--- config.mk ---
export PLATFORM = sky130hd
export DESIGN_NAME = vga_pattern_gen
export DESIGN_NICKNAME = d
export VERILOG_FILES = /design/src/rtl/vga_pattern_gen.sv
export SDC_FILE = /design/constraint.sdc
export NUM_CORES = 1
export LEC_CHECK = 0
export CAP_MARGIN = 20
export CORE_MARGIN = 2
export CORE_UTILIZATION = 43
export DETAILED_ROUTE_END_ITERATION = 7
export GPL_TIMING_DRIVEN = 0
export PLACE_DENSITY = 0.77
export REMOVE_ABC_BUFFERS = 1
export SKIP_CTS_REPAIR_TIMING = 1
export SLEW_MARGIN = 10
export SYNTH_ARGS = -nofsm -noshare
export SYNTH_HDL_FRONTEND = slang
export SYNTH_SLANG_ARGS = --single-unit
--- constraint.sdc ---
create_clock -name clk_i -period 3.65 [get_ports clk_i]
set_input_delay 0.73 -clock clk_i [delete_from_list [all_inputs] [get_ports clk_i]]
set_output_delay 0.73 -clock clk_i [all_outputs]
set_load 0.1 [all_outputs]
--- src/rtl/vga_pattern_gen.sv ---
// vga_pattern_gen: counter-based vbars/hbars/checker/solid pattern generator with frame-synchronous mode switch.
// Syncs and DE travel through the same 2-stage pipe as RGB so all outputs stay co-aligned.
module vga_pattern_gen #(
  parameter int   H_W      = 11,
  parameter int   V_W      = 10,
  parameter int   COLOR_W  = 4,
  parameter int   BAR_W    = 128,
  parameter int   BAR_H    = 64,
  parameter int   NUM_BARS = 8,
  parameter logic SYNC_ACT = 1'b0
) (
  input  logic                 clk_i,
  input  logic                 reset_i,
  input  logic                 display_on_i,
  input  logic [H_W-1:0]       hpos_i,
  input  logic [V_W-1:0]       vpos_i,
  input  logic                 hsync_i,
  input  logic                 vsync_i,
  input  logic [1:0]           mode_i,
  input  logic [3*COLOR_W-1:0] solid_rgb_i,
  output logic                 hsync_o,
  output logic                 vsync_o,
  output logic                 de_o,
  output logic [COLOR_W-1:0]   r_o,
  output logic [COLOR_W-1:0]   g_o,
  output logic [COLOR_W-1:0]   b_o,
  output logic [1:0]           mode_o
);
  localparam int PX_W = (BAR_W > 1) ? $clog2(BAR_W) : 1;
  localparam int LN_W = (BAR_H > 1) ? $clog2(BAR_H) : 1;
  localparam int RGB_W = 3 * COLOR_W;
  logic [PX_W-1:0]  r_px_cnt;
  logic [LN_W-1:0]  r_ln_cnt;
  logic [2:0]       r_col_idx, r_row_idx;
  logic [1:0]       r_mode_q;
  logic             r_de_d, r_vs_d;
  logic             r_s1_de, r_s1_hs, r_s1_vs;
  logic [RGB_W-1:0] r_s1_rgb;
  logic             r_de, r_hs, r_vs;
  logic [RGB_W-1:0] r_rgb;
  logic             w_vs_edge, w_line_end;
  logic [2:0]       w_idx;
  logic [RGB_W-1:0] w_bar, w_chk, w_rgb;
  logic             w_unused;
  assign w_unused   = ^{hpos_i, vpos_i};
  assign w_vs_edge  = (vsync_i == SYNC_ACT) && (r_vs_d != SYNC_ACT);
  assign w_line_end = r_de_d && !display_on_i;
  assign w_idx = (r_mode_q == 2'd0) ? r_col_idx : r_row_idx;
  assign w_bar = {{COLOR_W{w_idx[2]}}, {COLOR_W{w_idx[1]}}, {COLOR_W{w_idx[0]}}};
  assign w_chk = {RGB_W{r_col_idx[0] ^ r_row_idx[0]}};
  assign w_rgb = (r_mode_q == 2'd3) ? solid_rgb_i : (r_mode_q == 2'd2) ? w_chk : w_bar;
  always_ff @(posedge clk_i) begin
    if (reset_i) begin
      r_px_cnt  <= '0;
      r_col_idx <= '0;
      r_ln_cnt  <= '0;
      r_row_idx <= '0;
      r_mode_q  <= '0;
      r_de_d    <= 1'b0;
      r_vs_d    <= SYNC_ACT;
      r_s1_de   <= 1'b0;
      r_s1_hs   <= ~SYNC_ACT;
      r_s1_vs   <= ~SYNC_ACT;
      r_s1_rgb  <= '0;
      r_de      <= 1'b0;
      r_hs      <= ~SYNC_ACT;
      r_vs      <= ~SYNC_ACT;
      r_rgb     <= '0;
    end else begin
      r_de_d <= display_on_i;
      r_vs_d <= vsync_i;
      if (!display_on_i) begin
        r_px_cnt  <= '0;
        r_col_idx <= '0;
      end else if (r_px_cnt == PX_W'(BAR_W - 1)) begin
        r_px_cnt  <= '0;
        r_col_idx <= (r_col_idx == 3'(NUM_BARS - 1)) ? 3'd0 : r_col_idx + 3'd1;
      end else begin
        r_px_cnt <= r_px_cnt + 1'b1;
      end
      // Frame start beats a coincident line end.
      if (w_vs_edge) begin
        r_ln_cnt  <= '0;
        r_row_idx <= '0;
        r_mode_q  <= mode_i;
      end else if (w_line_end) begin
        if (r_ln_cnt == LN_W'(BAR_H - 1)) begin
          r_ln_cnt  <= '0;
          r_row_idx <= (r_row_idx == 3'(NUM_BARS - 1)) ? 3'd0 : r_row_idx + 3'd1;
        end else begin
          r_ln_cnt <= r_ln_cnt + 1'b1;
        end
      end
      r_s1_de  <= display_on_i;
      r_s1_hs  <= hsync_i;
      r_s1_vs  <= vsync_i;
      r_s1_rgb <= w_rgb;
      r_de     <= r_s1_de;
      r_hs     <= r_s1_hs;
      r_vs     <= r_s1_vs;
      r_rgb    <= r_s1_de ? r_s1_rgb : '0;
    end
  end
  assign hsync_o = r_hs;
  assign vsync_o = r_vs;
  assign de_o    = r_de;
  assign r_o     = r_rgb[RGB_W-1 -: COLOR_W];
  assign g_o     = r_rgb[2*COLOR_W-1 -: COLOR_W];
  assign b_o     = r_rgb[COLOR_W-1:0];
  assign mode_o  = r_mode_q;
endmodule

# ---- After elaboration in Yosys (flattened, before gate mapping)
# Cells that the tools add are included.
dict set report op_classes {
  shift 0
  n_mul 0
  n_reduce_logical 9
  magnitude_cmp 0
  eq_ne 6
  bitwise 4
  add_sub_neg 4
  mux 6
  div 0
}
# operator count
set ops {}
lappend ops {{12-bit 2-to-1 mux} 2}
lappend ops {{3-bit 2-to-1 mux} 3}
lappend ops {{7-bit by 1-bit adder with 7-bit output (second input constant)} 1}
lappend ops {{7-bit equality test (second input constant)} 1}
lappend ops {{3-bit by 1-bit adder with 3-bit output (second input constant)} 2}
lappend ops {{6-bit by 1-bit adder with 6-bit output (second input constant)} 1}
lappend ops {{3-bit equality test (second input constant)} 2}
lappend ops {{6-bit equality test (second input constant)} 1}
lappend ops {{6-bit 2-to-1 mux} 1}
lappend ops {{2-bit OR reduction} 3}
lappend ops {{2-bit equality test (second input constant)} 2}
lappend ops {{1-bit inverter} 3}
lappend ops {{3-bit OR reduction} 1}
lappend ops {{1-bit logical AND} 2}
lappend ops {{2-bit zero test} 1}
lappend ops {{2-bit AND reduction} 1}
lappend ops {{1-bit zero test} 1}
lappend ops {{1-bit XOR} 1}
dict set report word_totals {
  mem_bits_ro 0
  reg_bits 52
  word_cells 43
  latchBits 0
  in_bits 40
  mem_bits_rw 0
  mem_count 0
  out_inout_bits 17
}

# ---- Logic depth before layout (Yosys ltp)
# Gate-level depths: netlist of the first run.
dict set report depth {
  word_depth 4
  depth_mapped 5
  mapped_depth_nobuf 4
}

# ---- Worst setup path before layout of the first run
# Ideal clock, no wire load.
dict set report synth_timing {
  kind {register -> register}
  startpoint {register r_mode_q[1] (netlist: mode_o[1])}
  endpoint {register r_s1_rgb[7]}
  n_path_buf 1
  synth_period_minus_slack_ns 1.998
  path_stages_with_launch 5
  arrival_ns 1.866
  setup_slack_ns 1.652
  setup_time_ns 0.133
  required_time_ns 3.517
  cell_sequence {dfxtp_1 > buf_2 > and3b_1 > a211oi_1 > a21oi_1}
}
dict set report synth_via {
  elab_chain_cells 4
  word_cells_on_any_way 6
  cone_classes {2 x eq/ne; 3 x mux; 1 x reduce/logical}
}
# element line_no
set synth_lines {}
lappend synth_lines {{from (decl)} 35} ;# logic [1:0] r_mode_q;
lappend synth_lines {{from (signal assigned)} 85} ;# r_mode_q <= mode_i;
lappend synth_lines {{2-bit zero test} 48} ;# assign w_idx = (r_mode_q == 2'd0) ? r_col_idx : r_row_idx;
lappend synth_lines {{3-bit 2-to-1 mux} 48}
lappend synth_lines {{12-bit 2-to-1 mux} 51} ;# assign w_rgb = (r_mode_q == 2'd3) ? solid_rgb_i : (r_mode_q == 2'd2) ? w_chk : w_bar;
lappend synth_lines {{12-bit 2-to-1 mux *} 51}
lappend synth_lines {{to (signal assigned)} 97} ;# r_s1_rgb <= w_rgb;
lappend synth_lines {{to (decl)} 38} ;# logic [RGB_W-1:0] r_s1_rgb;
# Mark *: on every way between the ends. The rest lies on a longest branch, timed or not.
# A chain may end at the register's enable or synchronous reset.

# ---- Worst setup path after layout of the first run
dict set report layout_timing {
  startpoint {register r_mode_q[1] (netlist: mode_o[1])}
  endpoint {output mode_o[1]}
}
# element line_no
set layout_lines {}
lappend layout_lines {{to (decl)} 27} ;# output logic [1:0] mode_o
# No word-level cell between the ends.

==> flow_summary.ini, run 1 <==
[worst_setup_path]
worstSetupStartpoint = mode_o[1]$_SDFFE_PP0P_
critPathArrivalTime_ps = 2000
critPathCaptureType = output port
crit_path_cell_trace = clkdlybuf4s50_1
timing.critical_path.from_type = flop
req_time_crit_path_ps = 2920
rr_endpoint = r_row_idx[0]$_SDFFE_PP0P_
max_stage_delay_ps = 1200
timing.setup.critical_path_class = flop to output port
r2r_setup_slack_ps = 2150
critical_path_peak_fanout = 11
critPathSlowestCell = clkdlybuf4s50_1
critical-path-top-delay-family = buffers and inverters
worst_path_buffer_plus_inverter_count = 1
rr_startpoint = r_row_idx[0]$_SDFFE_PP0P_
ff2ff_path_depth = 4

[sta]
setup_slack_ps = 924.7
period_share_pct = 74.67
worst_clock_skew_ps = 7.357
max-slew-margin-rel_pct = 34.82
finalSetupTns_ps = 0
max_freq_mhz = 366.9
finalSetupViolations = 0
final-hold-violation-count = 0
final.min_clock_period_ps = 2725
rsz0062_at_grt = false
tightestPinTransition_ps = 974.7
final_max_slew_viol_count = 0

[worst_hold_path]
timing.hold.worst.start = r_s1_hs$_SDFF_PP1_
hold_path_depth = 1
whs_endpoint = hsync_o$_SDFF_PP1_
timing.hold.worst.class = flop to flop

[power_and_ir_drop]
netSwitchingPower_w = 0.0002101
power.share.switching_pct = 21.84
vdd_drop_max_v = 0.0002015
cellInternalPower_w = 0.0007520
powerDensity_mw_per_mm2 = 402.6
sequentialPowerShare_pct = 60.0
leakagePower_nw = 0.8897
pwr-share-comb_pct = 6.2
clock_power_share_pct = 33.8

[finish]
mostFrequentLayoutCells = dfxtp_1, clkdlybuf4s50_1, nand2_1
layout-area-overhead-vs-synth_pct = 24.75
layout.nets = 275
postLayoutCoreUtil_pct = 55.27
layout.filler_cells = 392
layout.cells.most_common = dfxtp_1
final_cell_count_no_fill = 282
drive_gt1_share_pct = 5.652
n_antenna_cell = 0
finish.instance_area_sq_mm = 0.002390

[route]
first_pass_iters = 4
wl_met2_um = 1513
routedLengthMet1_um = 1526
drcViolationCount = 0
antenna_left = 0
dr_total_vias = 1414
highest_metal_layer_with_signal_wires = met4
viasPerCell = 5.014
routed_wl_um = 3223
dr.first_iter.drc_count = 62
dr_wl_met3_um = 143
post_drt_wl_per_cell_um = 11.43

[clock_network]
cts.sink_count = 52
clockRootBuffer = clkbuf_8
cts.clk_slew.worst_paths_ps = 80
tritoncts_clock_tree = built
cts_max_path_buffers = 2
cts_made_buffers = 5
clk_latency_ps = 300
htreeDepth = 2

[floorplan]
top_level_ports = 57
area_of_the_core_sq_mm = 0.004324
dieHeight_um = 70.75
die_w_um = 70.75
initial_core_util_pct = 44.30
die_area_sq_mm = 0.005005
std_cell_rows = 24

[grt]
wire_length_of_the_first_global_routing_pass_um = 5740
grt_max_degree = 23
antenna_found_initial = 0
gr-usage-all-layers_pct = 14.05
global_route.overflow_total = 0
number_of_global_route_vias_before_repair = 1320

[synthesis]
post_synth_num_cell_types = 36
synth_top_family_by_area = simple AND/OR/NAND/NOR gates
synthesized_area_fraction_occupied_by_ao_oa_aoi_and_oai_cells_pct = 12.41
adder_and_majority_gate_portion_of_the_synthesized_area_pct = 3.919
synth_warnings = 0
syn_avg_cell_area_sq_um = 9.824
synth.area.mux_share_pct = 2.090
seq_total_area_yosys_pct = 54.34
post_synthesis_register_bit_count = 52
synth-edff-count = 0
syn_inst = 195
yosys.area_share.simple_pct = 22.99
netlist_area_sq_mm = 0.001916
post_synth_xor_area_fraction_pct = 2.286
synth-async-reset-ratio_pct = 0
postSynth.topFlopCell = dfxtp_1

[placement]
portBuffers = 35
numPlacedInstances = 274
detailedPlacementHpwl_um = 2322
placement.setup.worst_slack_ps = 1134
post_detailed_placement_cell_area_sq_mm = 0.002297
place_congestion = 0.7391

[flow_run]
number_of_max_cap_violations = 0

[status]
outcome = complete, no violations
[cell usage after synthesis, types with 3 or more instances]
cell      count  share of area [%]
a21oi_1      19                5.0
nor3b_1       4                1.6
and2_1       13                4.2
nand2_1      20                3.9
mux2i_1       4                2.1
nand3_1       6                1.6
xor2_1        4                1.8
or3_1         3               0.98
nor2b_1       6                2.0
a31oi_1       4                1.3
dfxtp_1      52                 54
clkbuf_1      5               0.98
or2_2         4                1.3
a211oi_1      3                1.2
o21ai_0       8                2.1
buf_2         3               0.78
ha_1          6                3.9
nor2_1        6                1.2
[final cells by class]
| type | instances | area, sq um | area share (%) |
|---|---|---|---|
| clock inverter | 2 | 10.01 | 0.4188 |
| timing repair buffer | 35 | 350.3 | 14.66 |
| clock buffer | 6 | 82.58 | 3.456 |
| multi-input combinational | 134 | 837.1 | 35.03 |
| tap | 52 | 65.06 | 2.723 |
| sequential | 52 | 1041 | 43.56 |
| inverter | 1 | 3.754 | 0.1571 |
[state kept, by name, summed over array words and instances, names as in the netlist, 2 cells and up]
name,count
mode_o,2
r_col_idx,3
r_ln_cnt,6
r_px_cnt,7
r_rgb,12
r_row_idx,3
r_s1_rgb,12
[cell families (layout without fill, tap and decap cells)]
| family | after synthesis | count (layout) |
|---|---|---|
| adder cells (fa/ha/maj) | 6 | 6 |
| XOR/XNOR | 5 | 5 |
| flip-flops | 52 | 52 |
| multiplexers | 4 | 4 |
| AND/OR/NAND/NOR | 78 | 78 |
| AO/OA/AOI/OAI | 41 | 41 |
| buffers and inverters | 9 | 44 |
[power by group through the flow]
stage          clock network (W)  logic (W)  registers [W]
6_report                0.000325  0.0000593       0.000578
5_1_grt                 0.000363  0.0000636       0.000579
4_1_cts                 0.000338  0.0000598       0.000578
3_5_place_dp                   0  0.0000593       0.000591
3_3_place_gp                   0  0.0000596       0.000591
2_1_floorplan                  0  0.0000138       0.000605
[routing by layer]
metal  track usage (%)  up-vias
li1                  -      746
met1             18.05      632
met2             22.74       31
met3             3.846        5
met4             5.031        0
met5                 0        -
[how the worst max path moves through the flow]
| stage | cells after the start | endpoint | slack (ps) |
|---|---|---|---|
| floorplan | 3 | r_s1_rgb[7]$_SDFF_PP0_ | 1750 |
| finish | 1 | mode_o[1] | 920 |
| global route | 1 | mode_o[1] | 850 |
| global placement | 3 | r_rgb[8]$_SDFF_PP0_ | 1170 |
| CTS | 1 | mode_o[0] | 910 |
| detailed placement | 3 | r_rgb[11]$_SDFF_PP0_ | 1130 |
[through the flow]
step | hold slack [ps] | total power, W
after floorplan | 389.5 | 0.0006188
after global placement | 391.8 | 0.0006503
after detailed placement | 399.5 | 0.0006503
after CTS | 420.2 | 0.0009753
after global routing | 430.6 | 0.001006
final | 416.0 | 0.0009621
Power figures use the tool's default switching activity.
==> inputs of run 2 (changes only) <==
- CORE_UTILIZATION: 43 -> 41
- clock period: 3.65 -> 2.2 ns (I/O delays scaled with it)
==> run 2 against run 1 <==
Clock skew grew 0.74 ps. Sequential power grew 66%. Critical path type unchanged. Sequential share of layout area shrank 1.3 points. Die area grew 4.6%. Worst setup slack lost 790 ps. Global-route usage shrank 0.083 points. Via count grew 1.3%. Routed wire length grew 2.2%. Worst hold slack lost 7.4 ps. Final cell count is the same. Combinational power grew 66%. Core utilization grew 0.49 points. Largest cell class unchanged.
==> flow_summary.ini, run 2 (same netlist as run 1, synthesis figures left out) <==
[floorplan]
die_w_um = 72.36
area_of_the_core_sq_mm = 0.004414
std_cell_rows = 24
dieHeight_um = 72.36
die_area_sq_mm = 0.005235
initial_core_util_pct = 43.40
top_level_ports = 57

[grt]
busiest_layer = met2
global_routing_met3_resource_utilization_pct = 5.833
grt_max_degree = 23
global_route.overflow_total = 0
groute.layer.met1.usage_pct = 18.06
wire_length_of_the_first_global_routing_pass_um = 5727
use_met2_pct = 21.20
gr-usage-all-layers_pct = 13.96
number_of_global_route_vias_before_repair = 1288
antenna_found_initial = 0

[power_and_ir_drop]
pwr-share-comb_pct = 5.7
clock_power_share_pct = 39.3
netSwitchingPower_w = 0.0003725
sequentialPowerShare_pct = 55.0
leakagePower_nw = 1.181
vdd_drop_max_v = 0.0003751
cellInternalPower_w = 0.001368
power.share.switching_pct = 21.40
powerDensity_mw_per_mm2 = 707.2

[clock_network]
clk_latency_ps = 310
clockRootBuffer = clkbuf_8
tritoncts_clock_tree = built
cts.clk_slew.worst_paths_ps = 90
cts_made_buffers = 5
cts_max_path_buffers = 2
cts.sink_count = 52
htreeDepth = 2

[route]
routed_wl_um = 3293
dr.first_iter.drc_count = 82
antenna_left = 0
dr_total_vias = 1432
first_pass_iters = 4
drcViolationCount = 0
post_drt_wl_per_cell_um = 11.68
viasPerCell = 5.078

[sta]
final.min_clock_period_ps = 2068
finalSetupTns_ps = 0
rsz0062_at_grt = false
final_max_slew_viol_count = 0
worst_clock_skew_ps = 8.098
holdWs_ps = 408.6
period_share_pct = 94.02
finalSetupViolations = 0
max-slew-margin-rel_pct = 33.29
max_freq_mhz = 483.5
final-hold-violation-count = 0
tightestPinTransition_ps = 999.1

[flow_run]
number_of_max_cap_violations = 0

[finish]
postLayoutCoreUtil_pct = 55.75
n_antenna_cell = 0
layout.cells.most_common = dfxtp_1
final_cell_count_no_fill = 282
mostFrequentLayoutCells = dfxtp_1, nand2_1, a21oi_1
layout.nets = 275
drive_gt1_share_pct = 5.652
layout-area-overhead-vs-synth_pct = 28.48
finish.instance_area_sq_mm = 0.002461
top_flop_regs = r_rgb: 12 flops, r_s1_rgb: 12 flops, r_px_cnt: 7 flops

[worst_setup_path]
critical-path-top-delay-family = buffers and inverters
worst_path_buffer_plus_inverter_count = 1
timing.critical_path.from_type = flop
critPathSlowestCell = dlymetal6s2s_1
max_stage_delay_ps = 820
timing.setup.critical_path_class = flop to output port
crit_path_cell_trace = dlymetal6s2s_1
critical_path_peak_fanout = 11
req_time_crit_path_ps = 1760
critPathCaptureType = output port
critPathArrivalTime_ps = 1630

[status]
outcome = complete, no violations

[placement]
numPlacedInstances = 274
place_congestion = 0.7700
post_detailed_placement_cell_area_sq_mm = 0.002297
portBuffers = 35
detailedPlacementHpwl_um = 2299

[worst_hold_path]
timing.hold.worst.class = flop to flop
run 2: worst paths after layout:
path | start | to | slack (ps) | cells past startpoint
worst max register to register | r_col_idx[0]$_SDFFE_PP0N_ | r_col_idx[1]$_SDFFE_PP0N_ | 670 | 4
worst max-delay path | mode_o[0]$_SDFFE_PP0P_ | mode_o[0] | 130 | 1
worst min-delay path | r_s1_hs$_SDFF_PP1_ | hsync_o$_SDFF_PP1_ | 410 | 1
worst min register to register | r_s1_hs$_SDFF_PP1_ | hsync_o$_SDFF_PP1_ | 410 | 1
run 2: routing by layer:
metal,share of wire (%),vias to the layer above
met4,1.0,0
met2,44,33
met5,0,-
met3,6.7,3
met1,48,648
li1,-,748
run 2: area by class of cell:
| class | count | area (sq um) |
|---|---|---|
| timing repair buffer | 35 | 392.9 |
| fill | 379 | 1953 |
| clock inverter | 2 | 38.79 |
| sequential | 52 | 1041 |
| clock buffer | 6 | 82.58 |
| tap | 52 | 65.06 |
| inverter | 1 | 3.754 |
| multi-input combinational | 134 | 837.1 |
run 2: power groups by stage:
stage / Clock (W) / Sequential [W] / Combinational (W)
after floorplan: 0 / 0.00100 / 0.0000230
after global placement: 0 / 0.000980 / 0.0000993
after detailed placement: 0 / 0.000980 / 0.0000988
after CTS: 0.000700 / 0.000958 / 0.0000996
after global routing: 0.000740 / 0.000960 / 0.000106
final: 0.000684 / 0.000958 / 0.0000985
run 2: through the flow:
stage,total power (W),setup slack [ps]
2_1_floorplan,0.001027,303.0
3_3_place_gp,0.001079,0.9548
3_5_place_dp,0.001079,-18.61
4_1_cts,0.001758,-299.5
5_1_grt,0.001806,49.67
6_report,0.001741,131.5
==> inputs of run 3 (changes only) <==
- CAP_MARGIN: 20 -> unset
==> results of run 3 <==
The final DEF is identical to that of run 2; final timing and power are the same.
